## config.mk

```make
export PLATFORM = sky130hd
export DESIGN_NAME = hazard_forward_unit
export DESIGN_NICKNAME = d
export VERILOG_FILES = /design/src/rtl/hazard_forward_unit.sv
export SDC_FILE = /design/constraint.sdc
export NUM_CORES = 1
export LEC_CHECK = 0
export BUFFER_PORTS_ARGS = -buffer_cell sky130_fd_sc_hd__buf_2
export CAP_MARGIN = 30
export CORE_UTILIZATION = 37
export DETAILED_ROUTE_END_ITERATION = 7
export PLACE_DENSITY = 0.56
export SKIP_CTS_REPAIR_TIMING = 1
export SLEW_MARGIN = 20
export SYNTH_ARGS = -nofsm -noshare
export SYNTH_HDL_FRONTEND = slang
export SYNTH_SLANG_ARGS = --single-unit
export TNS_END_PERCENT = 1
```

## constraint.sdc

```tcl
create_clock -name clk -period 2.72 [get_ports clk]
set_input_delay 0.544 -clock clk [delete_from_list [all_inputs] [get_ports clk]]
set_output_delay 0.544 -clock clk [all_outputs]
set_load 0.02 [all_outputs]
```

## src/rtl/hazard_forward_unit.sv

```systemverilog
// Load-use stall detection and EX-stage operand forwarding for a classic 5-stage pipeline.
// Tracks destination registers through EX/MEM/WB and keeps a saturating count of stall cycles.
module hazard_forward_unit #(
    parameter int REG_W = 5,
    parameter int CNT_W = 16
) (
    input  logic             clk,
    input  logic             rst_n,
    input  logic             hold,
    input  logic [REG_W-1:0] id_rs,
    input  logic [REG_W-1:0] id_rt,
    input  logic             id_uses_rt,
    input  logic [REG_W-1:0] ex_dest,
    input  logic             ex_reg_write,
    input  logic             ex_mem_read,
    output logic             stall,
    output logic [1:0]       fwd_a,
    output logic [1:0]       fwd_b,
    output logic [CNT_W-1:0] stall_cnt
);

    localparam logic [REG_W-1:0] REG_ZERO = '0;
    localparam logic [CNT_W-1:0] CNT_MAX  = '1;
    localparam logic [CNT_W-1:0] CNT_ONE  = {{(CNT_W-1){1'b0}}, 1'b1};

    localparam logic [1:0] FWD_REGFILE = 2'b00;
    localparam logic [1:0] FWD_EXMEM   = 2'b10;
    localparam logic [1:0] FWD_MEMWB   = 2'b01;

    // Source registers of the instruction currently in EX
    logic [REG_W-1:0] ex_rs_q, ex_rs_d;
    logic [REG_W-1:0] ex_rt_q, ex_rt_d;
    // Destination shadows of the instructions in MEM and WB
    logic [REG_W-1:0] mem_dest_q, mem_dest_d;
    logic             mem_wr_q, mem_wr_d;
    logic [REG_W-1:0] wb_dest_q, wb_dest_d;
    logic             wb_wr_q, wb_wr_d;
    logic [CNT_W-1:0] stall_cnt_q, stall_cnt_d;

    logic ex_dest_nz;
    logic rs_hit;
    logic rt_hit;
    logic load_use;

    assign ex_dest_nz = (ex_dest != REG_ZERO);
    assign rs_hit     = (ex_dest == id_rs);
    assign rt_hit     = id_uses_rt & (ex_dest == id_rt);
    assign load_use   = ex_mem_read & ex_reg_write & ex_dest_nz & (rs_hit | rt_hit);

    // Gated by rst_n so an asserted reset drops the stall without waiting for a clock edge.
    assign stall = rst_n & load_use;

    // MEM/WB shadows hold only nonzero destinations in their write flags; the src check
    // keeps $0 from ever forwarding even if a shadow happens to hold zero.
    function automatic logic [1:0] fwd_sel(
        input logic [REG_W-1:0] src,
        input logic [REG_W-1:0] mem_dest,
        input logic             mem_wr,
        input logic [REG_W-1:0] wb_dest,
        input logic             wb_wr
    );
        logic [1:0] sel;
        sel = FWD_REGFILE;
        if (src != REG_ZERO) begin
            if (mem_wr && (mem_dest == src)) begin
                sel = FWD_EXMEM;
            end else if (wb_wr && (wb_dest == src)) begin
                sel = FWD_MEMWB;
            end
        end
        return sel;
    endfunction

    always_comb begin
        fwd_a = fwd_sel(ex_rs_q, mem_dest_q, mem_wr_q, wb_dest_q, wb_wr_q);
        fwd_b = fwd_sel(ex_rt_q, mem_dest_q, mem_wr_q, wb_dest_q, wb_wr_q);
    end

    always_comb begin
        ex_rs_d     = ex_rs_q;
        ex_rt_d     = ex_rt_q;
        mem_dest_d  = mem_dest_q;
        mem_wr_d    = mem_wr_q;
        wb_dest_d   = wb_dest_q;
        wb_wr_d     = wb_wr_q;
        stall_cnt_d = stall_cnt_q;
        if (!hold) begin
            mem_dest_d = ex_dest;
            mem_wr_d   = ex_reg_write & ex_dest_nz;
            wb_dest_d  = mem_dest_q;
            wb_wr_d    = mem_wr_q;
            if (stall) begin
                // Bubble into EX: no sources, so nothing forwards to it
                ex_rs_d = REG_ZERO;
                ex_rt_d = REG_ZERO;
                if (stall_cnt_q != CNT_MAX) begin
                    stall_cnt_d = stall_cnt_q + CNT_ONE;
                end
            end else begin
                ex_rs_d = id_rs;
                ex_rt_d = id_uses_rt ? id_rt : REG_ZERO;
            end
        end
    end

    always_ff @(posedge clk or negedge rst_n) begin
        if (!rst_n) begin
            ex_rs_q     <= '0;
            ex_rt_q     <= '0;
            mem_dest_q  <= '0;
            mem_wr_q    <= 1'b0;
            wb_dest_q   <= '0;
            wb_wr_q     <= 1'b0;
            stall_cnt_q <= '0;
        end else begin
            ex_rs_q     <= ex_rs_d;
            ex_rt_q     <= ex_rt_d;
            mem_dest_q  <= mem_dest_d;
            mem_wr_q    <= mem_wr_d;
            wb_dest_q   <= wb_dest_d;
            wb_wr_q     <= wb_wr_d;
            stall_cnt_q <= stall_cnt_d;
        end
    end

    assign stall_cnt = stall_cnt_q;

endmodule

```

==> summary.md <==
| Metric | Value |
|---|---|
| Root buf cell | `clkbuf_8` |
| Post-Route WL | `4.70 mm` |
| Commonest non-fill, non-tap cell in the layout | `buf_2` |
| Status | `completed` |
| Clock power share | `30.7%` |
| Routed vias/inst | `4.91` |
| WS Path Type | `input port to output port` |
| Most frequent cells in the layout | `41 x buf_2, 38 x dfrtp_1, 31 x xor2_1, 23 x nand2_1` |
| Logic gate share of total power | `14.8%` |
| RSZ-0062 raised after global routing | `no` |
| Pre-CTS setup slack | `0.228 ns` |
| CTS Buf Count | `5` |
| Skew final | `0.00446 ns` |
| Ys Warns | `0` |
| Vias | `1,547` |
| Ant diodes | `0` |
| Placed insts | `308` |
| Area grow syn2layout | `17.7%` |
| Core area | `5510 µm²` |
| Setup tns final | `0 ns` |
| Register area share after synthesis | `44.9%` |
| Clock H-tree levels | `2` |
| I/O Buffers | `41` |
| Least-Margin Pin Slew | `0.500 ns` |
| Drt pass-1 iters | `4` |
| Post-DP HPWL | `3.44 mm` |
| Mapped Area | `2120 µm²` |
| Worst Hold Class | `input port to asynchronous set/reset pin` |
| First-pass GRT wire length | `7.89 mm` |
| Routability cong. | `0.871` |
| Design Power | `0.00120 W` |
| Mapped Cells | `197` |
| Max-slew headroom | `66.7%` |
| Wirelength per Cell | `14.9 µm` |
| Crit Path Max Fanout | `5` |
| Final Instance Count excl. Fillers | `315` |
| Post-synth EDFFs | `0` |
| Clock Path Buffers | `2` |
| Tot GR Track Use | `16.9%` |
| Initial core utilization | `38.5%` |
| Site Rows | `27` |
| Fillers | `543` |
| Worst Path Required | `2.18 ns` |
| Fin util | `45.3%` |
| Antenna Nets Post-Route | `0` |
| Switching part of the total | `27.7%` |
| Setup WS post-layout | `0.287 ns` |
| Flop pwr share | `54.4%` |
| CP endpoint kind | `output port` |
| Maximum number of pins on one net before global-route repair | `39` |
| Peak Freq | `411 MHz` |
| Initial drt markers | `86` |
| Leak | `1.20 nW` |
| Die height | `77.7 µm` |
| Yosys reg bits | `38` |
| Post-Syn Nets | `219` |
| Critical path data arrival time | `1.89 ns` |
| Tcrit/Tclk final | `89.5%` |
| Total grt overflow | `0` |
| Fin nets | `265` |
| Mean Syn Cell Area | `10.8 µm²` |
| Main synth FF type | `dfrtp_1` |
| Max-cap viol count | `0` |
| Die ar. | `6030 µm²` |
| Int Pwr | `0.000869 W` |
| Setup violations, final | `0` |
| Asr flop ratio synth | `100%` |
| Clock tree from TritonCTS | `yes` |
| Clock-pin transition on the worst setup and hold timing paths | `0.07 ns` |
| Share of cells above drive strength 1 | `33.3%` |
| Vias in the first global route | `1,616` |
| Sw power | `0.000334 W` |
| I/O pin count | `42` |
| Clock latency on the worst-skew pair | `0.29 ns` |
| Initial antenna violation count | `0` |
| Slew Limit Fails | `0` |
| Final min period | `2.43 ns` |
| CP Launch Type | `input port` |
| CTS sink count | `38` |
| PD cells | `483 nW/µm²` |
| Synth unique cells | `32` |
| DR DRC count | `0` |
| Max VDD drop | `0.206 mV` |
| Final hold violation count | `0` |
| Chip Width | `77.7 µm` |
per-layer routing:
metal  global-route usage, %  vias up  share of wire [%]
li1                        -      771                  -
met1                    21.6      746                 47
met2                    28.2       24                 49
met3                    3.76        6                3.0
met4                    5.66        0                1.1
met5                       0        -                  0
cells in the mapped netlist, drive strengths merged (4+ instances only):
library cell,count,area share [%]
clkbuf,5,0.89
dfrtp,38,45
inv,4,0.71
mux2,13,7.1
nand2,23,4.1
nand2b,5,1.5
nand3,6,1.4
nor3,9,2.7
nor4,11,5.3
nor4b,4,2.5
o21ai,12,2.8
xnor2,12,5.0
xor2,31,13
logic make-up (layout without fill, tap and decap cells):
kind of cell | Yosys count | in the layout | synth area share (%)
simple gates | 76 | 76 | 23.4
flops | 38 | 38 | 44.9
buf+inv | 11 | 57 | 2.36
compound gates | 15 | 15 | 3.84
xor+xnor | 43 | 43 | 17.8
fa+ha+maj | 1 | 1 | 0.591
mux | 13 | 13 | 7.09
power groups by stage:
stage                     Combinational, W  Clock (W)  Sequential (W)
after floorplan                   0.000117          0        0.000656
after CTS                         0.000181   0.000381        0.000655
final                             0.000178   0.000370        0.000655
after global routing              0.000203   0.000412        0.000660
after global placement            0.000178          0        0.000666
after detailed placement          0.000180          0        0.000666
critical path, stage by stage:
cell and delay, ns:
buf_2 0.13, xor2_1 0.17, nor4_2 0.26, a32oi_1 0.13, or3_4 0.43, inv_1 0.07
buf_2 0.15
cell type report:
class	count	area (µm²)	share of cell area, %
clock buffers	7	76.3	3.06
flip-flops and latches	38	951	38.2
multi-input cells	148	1120	44.8
repair buffers	46	243	9.74
well taps	72	90.1	3.61
inverters	4	15.0	0.602
worst paths after layout:
path | startpoint | end | slack [ns] | cells past startpoint
setup reg to reg | stall_cnt[0] | stall_cnt[7] | 0.45 | 7
setup / recovery | ex_dest[3] | stall | 0.29 | 7
hold reg to reg | stall_cnt[10] | stall_cnt[10] | 0.49 | 1
min in group clk | stall_cnt[10] | stall_cnt[10] | 0.49 | 1
max in group asynchronous | rst_n | stall_cnt[10] | 2.02 | 2
hold / removal | rst_n | ex_rt_q[4] | 0.35 | 2
through the flow:
step	area (µm²)	hold slack, ns
after floorplan	2120	0.248
after global placement	2420	0.489
after detailed placement	2420	0.480
after CTS	2490	0.374
after global routing	2490	0.402
final	2490	0.348
state kept, by name, indices dropped and copies added (netlist names):
name / flops
ex_rs_q: 5
ex_rt_q: 5
mem_dest_q: 5
mem_wr_q: 1
stall_cnt: 16
wb_dest_q: 5
wb_wr_q: 1
Power figures use the tool's default switching activity.
